[src/rtl/ccff_loader.sv]
// ccff_loader: streams a byte bitstream into a ccff chain, then rotates it once
// through the tail-to-head loop and compares load/readback CRC-16-CCITT.
module ccff_loader #(
    parameter int CHAIN_LEN = 128
) (
    input  logic       prog_clk,
    input  logic       reset_n,
    input  logic       start,
    input  logic [7:0] s_data,
    input  logic       s_valid,
    output logic       s_ready,
    output logic       ccff_head,
    output logic       chain_clk_en,
    input  logic       ccff_tail,
    output logic       busy,
    output logic       done,
    output logic       pass
);
    localparam int CW = $clog2(CHAIN_LEN + 1);
    localparam logic [CW-1:0] LAST = CW'(CHAIN_LEN - 1);

    typedef enum logic [1:0] {IDLE, LOAD, ROTATE, DONE} state_t;

    state_t      state_q, state_d;
    logic [CW-1:0] cnt_q, cnt_d;
    logic [7:0]  buf_q, buf_d;
    logic [3:0]  nb_q, nb_d;
    logic [15:0] crc_load_q, crc_load_d, crc_vfy_q, crc_vfy_d;
    logic        pass_q, pass_d;
    logic        last;

    function automatic logic [15:0] crc_step(input logic [15:0] c, input logic b);
        return {c[14:0], 1'b0} ^ ((c[15] ^ b) ? 16'h1021 : 16'h0000);
    endfunction

    always_comb begin
        state_d      = state_q;
        cnt_d        = cnt_q;
        buf_d        = buf_q;
        nb_d         = nb_q;
        crc_load_d   = crc_load_q;
        crc_vfy_d    = crc_vfy_q;
        pass_d       = pass_q;
        s_ready      = 1'b0;
        chain_clk_en = 1'b0;
        ccff_head    = 1'b0;
        last         = 1'b0;
        case (state_q)
            IDLE: if (start) begin
                state_d    = LOAD;
                cnt_d      = '0;
                buf_d      = '0;
                nb_d       = '0;
                pass_d     = 1'b0;
                crc_load_d = 16'hFFFF;
                crc_vfy_d  = 16'hFFFF;
            end
            LOAD: begin
                chain_clk_en = nb_q != 4'd0;
                ccff_head    = buf_q[7];
                last         = chain_clk_en && cnt_q == LAST;
                // nb_q==1 implies a shift this cycle, so a new byte can land behind it
                s_ready      = !last && nb_q <= 4'd1;
                if (chain_clk_en) begin
                    buf_d      = {buf_q[6:0], 1'b0};
                    nb_d       = nb_q - 4'd1;
                    cnt_d      = cnt_q + 1'b1;
                    crc_load_d = crc_step(crc_load_q, buf_q[7]);
                end
                if (s_valid && s_ready) begin
                    buf_d = s_data;
                    nb_d  = 4'd8;
                end
                if (last) begin
                    state_d = ROTATE;
                    cnt_d   = '0;
                    buf_d   = '0;
                    nb_d    = '0;
                end
            end
            ROTATE: begin
                chain_clk_en = 1'b1;
                ccff_head    = ccff_tail;
                crc_vfy_d    = crc_step(crc_vfy_q, ccff_tail);
                cnt_d        = cnt_q + 1'b1;
                if (cnt_q == LAST) begin
                    state_d = DONE;
                    cnt_d   = '0;
                    pass_d  = crc_load_q == crc_vfy_d;
                end
            end
            default: state_d = IDLE;
        endcase
    end

    always_ff @(posedge prog_clk or negedge reset_n) begin
        if (!reset_n) begin
            state_q    <= IDLE;
            cnt_q      <= '0;
            buf_q      <= '0;
            nb_q       <= '0;
            crc_load_q <= '0;
            crc_vfy_q  <= '0;
            pass_q     <= 1'b0;
        end else begin
            state_q    <= state_d;
            cnt_q      <= cnt_d;
            buf_q      <= buf_d;
            nb_q       <= nb_d;
            crc_load_q <= crc_load_d;
            crc_vfy_q  <= crc_vfy_d;
            pass_q     <= pass_d;
        end
    end

    assign busy = state_q == LOAD || state_q == ROTATE;
    assign done = state_q == DONE;
    assign pass = pass_q;
endmodule

[config.mk]
export PLATFORM = sky130hd
export DESIGN_NAME = ccff_loader
export DESIGN_NICKNAME = d
export VERILOG_FILES = /design/src/rtl/ccff_loader.sv
export SDC_FILE = /design/constraint.sdc
export NUM_CORES = 1
export LEC_CHECK = 0
export CAP_MARGIN = 5
export CORE_MARGIN = 4
export CORE_UTILIZATION = 30
export DETAILED_ROUTE_END_ITERATION = 8
export PLACE_DENSITY = 0.44
export SETUP_SLACK_MARGIN = 0.05
export SLEW_MARGIN = 20
export SYNTH_ARGS = -nofsm -noshare
export SYNTH_HDL_FRONTEND = slang
export SYNTH_SLANG_ARGS = --single-unit
[constraint.sdc]
create_clock -name prog_clk -period 4.88 [get_ports prog_clk]
set_input_delay 1.22 -clock prog_clk [delete_from_list [all_inputs] [get_ports prog_clk]]
set_output_delay 1.22 -clock prog_clk [all_outputs]
set_load 0.01 [all_outputs]
Yosys cells after proc, flatten, opt, wreduce, memory -nomap -nowiden --
Index checks and enable logic that the tools add are counted. W data, S select, Z words.
Storage, ports and cells: logic and storage cells 71, flip-flop bits (word level) 55, input port bits 13, output and inout port bits 6
Cells by class: bitwise gates (word level) 4, reductions and logical operators 16, order comparisons 1, multiplexer cells 30, $add $sub $neg 2, equality and inequality tests 11
Operators by type and width (count):
- $pmux W16 S2 | 2
- $mux W8 | 7
- $mux W16 | 2
- $xor A16 B13 Y16 | 2
- $mux W13 | 2
- $pmux W8 S3 | 1
- $eq A16 B16 Y1 | 1
- $mux W4 | 4
- $pmux W8 S2 | 1
- $reduce_and A3 Y1 | 5
- $add A8 B1 Y8 const B | 1
- $eq A8 B7 Y1 const B | 1
- $ne A2 B2 Y1 const B | 4
- $pmux W4 S2 | 1
- $mux W2 | 3
- $pmux W1 S2 | 3
- $pmux W2 S3 | 1
- $eq A2 B2 Y1 const B | 2
- $le A4 B1 Y1 const B | 1
- $ne A4 B4 Y1 const B | 1
- $reduce_bool A2 Y1 | 2
- $reduce_bool A4 Y1 | 1
- $sub A4 B1 Y4 const B | 1
- $logic_and A1 B1 Y1 | 3
- 9 further kinds | 12

Depth between registers and ports, before layout --
Gate-level depths: netlist of run 1.
depth after elaboration 8, mapped depth 8, mapped depth without buffers 6

Worst setup path after synthesis of run 1 --
Ideal clock, no wire load.
kind reg-to-output, from register nb_q[0], to output port s_ready, required time 3660 ps, buffers on the path 0, arrival 1696 ps, path slack 1964 ps, stages on the path, launching flop included 6, cells stage by stage dfrtp_1 -> inv_1 -> ha_1 -> or3b_1 -> a31o_2 -> nor4_1
Between the ends: longest elaborated chain between the ends 5, elaborated cells between the ends (all ways) 6, those cells by class order compare (1); mux (1); reduce/logical (4)
Ends and longest elaborated chain:
- start: declaration | RTL line 27 | logic [3:0] nb_q, nb_d;
- start signal: assignment | RTL line 109 | nb_q <= nb_d;
- branches (longest 3 deep; another with $le A4 B1 Y1)
- $logic_and A1 B1 Y1 * | RTL line 63 | s_ready = !last && nb_q <= 4'd1;
- $mux W1 * | RTL line 48 | case (state_q)
- end: declaration | RTL line 11 | output logic s_ready,
Every way passes the cells marked *.

Worst setup path in the final report of run 1 --
from input port ccff_tail, to output port ccff_head
Between the ends: longest elaborated chain between the ends 1
Ends and longest elaborated chain:
- start: declaration | RTL line 14 | input logic ccff_tail,
- $pmux W1 S2 | RTL line 48
- end: declaration | RTL line 12 | output logic ccff_head,
No other way between the ends.

==> results of run 1 <==
## metal layers
layer / track usage (%) / up-vias / part of all wire [%]
met3: 2.22 / 5 / 2.6
met2: 18.2 / 25 / 45
met1: 17.4 / 987 / 51
met5: 0 / - / 0
li1: - / 1016 / -
met4: 3.19 / 0 / 0.97
## critical path, stage by stage
cell             delay [ps]
clkdlybuf4s50_1         580
a22oi_1                 130
nor2b_1                 130
clkdlybuf4s50_1         540
## cells by family after synthesis
family                     count (synthesis)  share of synthesized area (%)
AOI/OAI and AO/OA                         78                           20.0
xor gates and xnor gates                  21                           7.04
adders and majority gates                  7                           3.12
buffers and inverters                     35                           4.81
DFF                                       55                           49.0
muxes                                      9                           3.30
and+or+nand+nor                           70                           12.7
## cells in the mapped netlist, types with 2 or more instances
master,n
mux2i_1,7
nor2_1,20
nand4_1,5
dfrtp_1,55
and3_1,2
xnor2_1,17
or4_1,2
a31oi_1,16
o21bai_1,2
clkbuf_1,8
inv_1,23
nand3_1,4
buf_2,3
nor2b_1,4
nor3_1,3
o22a_1,15
a21oi_1,2
o21ai_1,14
nand2_1,20
o21ai_0,7
a32o_1,2
o211ai_1,2
ha_1,7
o31ai_2,2
xor2_1,3
a21bo_2,2
a211o_1,2
## where the power goes
part	internal (mW)	switching, mW	leakage (nW)
combinational	0.359	0.496	0.686
sequential	0.571	0.108	0.613
clock	0.130	0.152	0.0515
total	1.06	0.755	1.35
## worst min path at each step
stage,cells past startpoint,start,slack (ps),to
2_1_floorplan,2,buf_q[1],460,buf_q[1]
3_3_place_gp,2,buf_q[6],470,buf_q[6]
3_5_place_dp,2,buf_q[4],480,buf_q[4]
4_1_cts,2,buf_q[4],500,buf_q[4]
5_1_grt,1,cnt_q[0],540,cnt_q[0]
6_report,2,buf_q[4],500,buf_q[4]
## state kept, by name, indices dropped and copies added, names as in the netlist
name / count
nb_q: 4
crc_vfy_q: 16
crc_load_q: 16
buf_q: 8
cnt_q: 8
state_q: 2
pass: 1
## area by class of cell
| class | instances | area share, % |
|---|---|---|
| flip-flops and latches | 55 | 43.0 |
| repair buffers | 21 | 6.18 |
| clock buffers | 8 | 3.13 |
| inverters | 23 | 2.70 |
| multi-input cells | 185 | 40.6 |
| well taps | 111 | 4.34 |
==> summary.md, run 1 <==
| Metric | Value |
|---|---|
| Status | `finished, final reports clean` |
| Most frequent cells in the layout | `55 x dfrtp_1, 23 x inv_1, 20 x nor2_1, 20 x nand2_1` |
| Setup crit end kind | `output pin` |
| Die width | `105 um` |
| Total Neg Setup Slack | `0 ps` |
| CTS clk-pin slew, worst paths | `roughly 100 ps` |
| Pre-antenna DRT Iters | `4` |
| Setup bufs post-CTS | `0` |
| Final core occ | `35.0%` |
| Layout Skew | `approximately 9.2 ps` |
| First-pass GRT wire length | `approximately 11 mm` |
| Setup WS pre-CTS | `1040 ps` |
| Post-layout min period | `~3800 ps` |
| Syn Std Cell Area | `approximately 2800 um^2` |
| Layout cell share with drive strength beyond 1 | `6.85%` |
| CP startpoint | `ccff_tail` |
| Max-Cap Viols | `0` |
| Via density | `5.04` |
| Total number of vias | `2033` |
| Die height | `105 um` |
| CP Launch Type | `input port` |
| Number of synthesized flops with an enable pin | `0` |
| WHS | `499 ps` |
| Sequential-to-total area share from yosys stat | `49.0%` |
| Clock sink total | `55` |
| Fin crit share | `between 70% and 80%` |
| Initial antenna violation count | `0` |
| Skew-Pair Late Insertion Delay | `310 ps` |
| Fmax | `0.262 GHz` |
| Nets@finish | `311` |
| Clock Tree Buf Depth | `2` |
| Post-route cell area | `3200 um^2` |
| Crit Path Max Fanout | `3` |
| Flop2flop setup slack | `2310 ps` |
| Kind of critical path | `input port to output pin` |
| Critical register-to-register path endpoint | `buf_q[7]` |
| # rows | `35` |
| H-Tree Depth | `2` |
| Starting Density | `30.7%` |
| Final Max Slew Viols | `0` |
| Worst reg-to-reg path cell count | `7` |
| Worst setup margin | `1060 ps` |
| CTS tree | `built` |
| Final setup viols | `0` |
| Syn-to-layout area delta | `14.0%` |
| Vias in the first global route | `2039` |
| Crit path DAT | `approximately 2600 ps` |
| WL/cell | `15.4 um` |
| Port buffer count | `18` |
| Drt drc | `0` |
| Share of the synthesized area in the top cell type | `a little under 50%` |
| Max-slew headroom | `59.1%` |
| Synth Register Bits | `55` |
| Worst VDD drop | `about 0.17 mV` |
| Synth area leaders | `dfrtp_1 49%, xnor2_1 5.3%, o22a_1 4.7%` |
| Fin cells | `403` |
| Reg-to-Reg Start | `state_q[1]` |
| DR iter-0 viols | `between 80 and 90` |
| Routability cong. | `0.769` |
| Multi-input logic area | `roughly 1300 um^2` |
| Cells after DPL | `roughly 400` |
| Final Hold Vio Count | `0` |
| Post-cts resize count | `0` |
| Register Area | `1380 um^2` |
| Detail Placement HPWL | `4.35 mm` |
| Synth warn | `0` |
| Synth Area per Inst | `roughly 10 um^2` |
| Area leader, netlist | `dfrtp_1` |
| Antenna-violating nets left | `0` |
| Number of fill cells | `930` |
| Overflow after GRT | `0` |
| FFs w/ async S/R, synth | `between 90% and 100%` |
| Worst slew pin tran | `approximately 610 ps` |
| Commonest non-fill, non-tap cell in the layout | `dfrtp_1` |
| ANT cells | `0` |
| Worst hold path class | `register to register` |
| CTS Hold Bufs | `0` |
| Synth Net Count | `295` |
| Most used flip-flop cell after synthesis | `dfrtp_1` |
| CTS buffer count | `5` |
| Critical Path End | `ccff_head` |
| Core area | `roughly 9200 um^2` |
| Gr usage total | `12.0%` |
| Crit path required time | `3660 ps` |
| Dpl cell area | `3100 um^2` |
| Largest net degree at the start of global routing | `35` |
| Pwr Total | `1.82 mW` |
| Unrepaired setup endpoints after global routing | `false` |
| Distinct cells, synth | `53` |
| Syn Inst Count | `around 280` |
| WL final | `6.21 mm` |
| Leakage | `1.35 nW` |
| Die area | `11000 um^2` |
| I/O Pins | `19` |
| Root Driver | `clkbuf_8` |
| Pwr Density | `567 nW/um^2` |
No activity file was read; power rests on OpenSTA's default activity.
==> inputs of run 2 (changes only) <==
- clock period: 4.88 -> 3.8 ns (I/O delays scaled with it)
==> summary.md, run 2 (synthesis results as in run 1) <==
| Metric | Value |
|---|---|
| Final Max Slew Viols | `0` |
| Min-delay src | `buf_q[6]` |
| Worst VDD drop | `0.234 mV` |
| CTS tree | `built` |
| Clock sink total | `55` |
| ANT cells | `0` |
| Max-slew headroom | `60.0%` |
| CTS Hold Bufs | `0` |
| Setup WS pre-CTS | `504 ps` |
| Vias in the first global route | `1976` |
| Die height | `~100 um` |
| DR iter-0 viols | `78` |
| Pre-antenna DRT Iters | `4` |
| Final Hold Vio Count | `0` |
| Overflow after GRT | `0` |
| Fmax | `0.285 GHz` |
| Root Driver | `clkbuf_8` |
| Crit path DAT | `approximately 2600 ps` |
| Starting Density | `a little under a third` |
| Leakage | `1.36 nW` |
| Syn-to-layout area delta | `14.3%` |
| Number of fill cells | `approximately 930` |
| Routability cong. | `0.742` |
| Clock Tree Buf Depth | `2` |
| Layout cell share with drive strength beyond 1 | `7.17%` |
| Worst setup margin | `289 ps` |
| Die width | `105 um` |
| Largest registers | `crc_load_q (16), crc_vfy_q (16)` |
| H-Tree Depth | `2` |
| Die area | `between 10000 and 15000 um^2` |
| Most frequent cells in the layout | `55 x dfrtp_1, 23 x inv_1, 20 x nor2_1, 20 x nand2_1` |
| Status | `finished, final reports clean` |
| Antenna-violating nets left | `0` |
| Final setup viols | `0` |
| Largest net degree at the start of global routing | `33` |
| CTS clk-pin slew, worst paths | `100 ps` |
| Commonest non-fill, non-tap cell in the layout | `dfrtp_1` |
| Initial antenna violation count | `0` |
| CP startpoint | `nb_q[0]` |
| Setup bufs post-CTS | `0` |
| # rows | `35` |
| I/O Pins | `19` |
| Total Neg Setup Slack | `0 ps` |
| Reg-to-Reg Start | `state_q[1]` |
| Crit path required time | `around 2900 ps` |
| Post-layout min period | `approximately 3500 ps` |
| Pwr Density | `726 nW/um^2` |
| Crit Path Max Fanout | `8` |
| Fin crit share | `between 90% and 100%` |
| CP Launch Type | `register` |
| Unrepaired setup endpoints after global routing | `false` |
| Drt drc | `0` |
| WL final | `a little over 6 mm` |
| Gr usage total | `about an eighth` |
| Via density | `5.01` |
| CTS buffer count | `5` |
| Post-cts resize count | `0` |
| Setup crit end kind | `output pin` |
| Nets@finish | `312` |
| Detail Placement HPWL | `4.41 mm` |
| Pwr Total | `2.33 mW` |
| WL/cell | `roughly 15 um` |
| Core area | `9150 um^2` |
| Worst hold path class | `register to register` |
| Skew-Pair Late Insertion Delay | `310 ps` |
| WHS | `between 400 and 500 ps` |
| Layout Skew | `3.57 ps` |
| Total number of vias | `2024` |
| Port buffer count | `18` |
| Worst slew pin tran | `595 ps` |
| Kind of critical path | `register to output pin` |
| First-pass GRT wire length | `10.3 mm` |
| Max-Cap Viols | `0` |
[run 2: cell types whose count changed in the layout (fill, tap and decap cells not counted)]
cell and delta:
buf_4 +1
[run 2: metrics by stage]
step	std cells	util (%)	instance area (um^2)
after floorplan	275	-	2810
after global placement	396	33.9	3110
after detailed placement	396	33.9	3110
after CTS	404	35.0	3210
after global routing	404	35.0	3210
final	404	35.0	3210
[run 2: layout make-up]
type                       instances  area, um^2  area share, %
timing repair buffer              22         205           6.40
multi-input combinational        185        1300           40.5
clock buffer                       8         100           3.12
inverter                          23        86.3           2.69
tap                              111         139           4.33
sequential                        55        1380           42.9
[run 2: power by group]
part | internal (mW) | switching, mW
logic | 0.463 | 0.638
registers | 0.733 | 0.138
clock network | 0.167 | 0.190
[run 2: critical path, stage by stage, from the launching register on]
cell and delay [ps]:
dfrtp_1 460, inv_1 90, ha_1 220, or3b_1 390, a31o_2 270, nor4_1 240
clkdlybuf4s50_1 580
[run 2: per-layer routing]
layer	up-vias	wire length, um	track usage, %
li1	1014	-	-
met1	973	3170	17.4
met2	31	2740	17.0
met3	6	194	2.29
met4	0	72	3.19
met5	-	0	0
[run 2: path summary, 6_finish.rpt]
check	to	slack [ps]	depth (start not counted)
setup / recovery	s_ready	290	6
hold / removal	buf_q[6]	500	2
setup reg to reg	buf_q[2]	1190	7
hold reg to reg	buf_q[6]	500	2
max in group asynchronous	crc_load_q[13]	2600	2
min in group asynchronous	cnt_q[5]	550	1
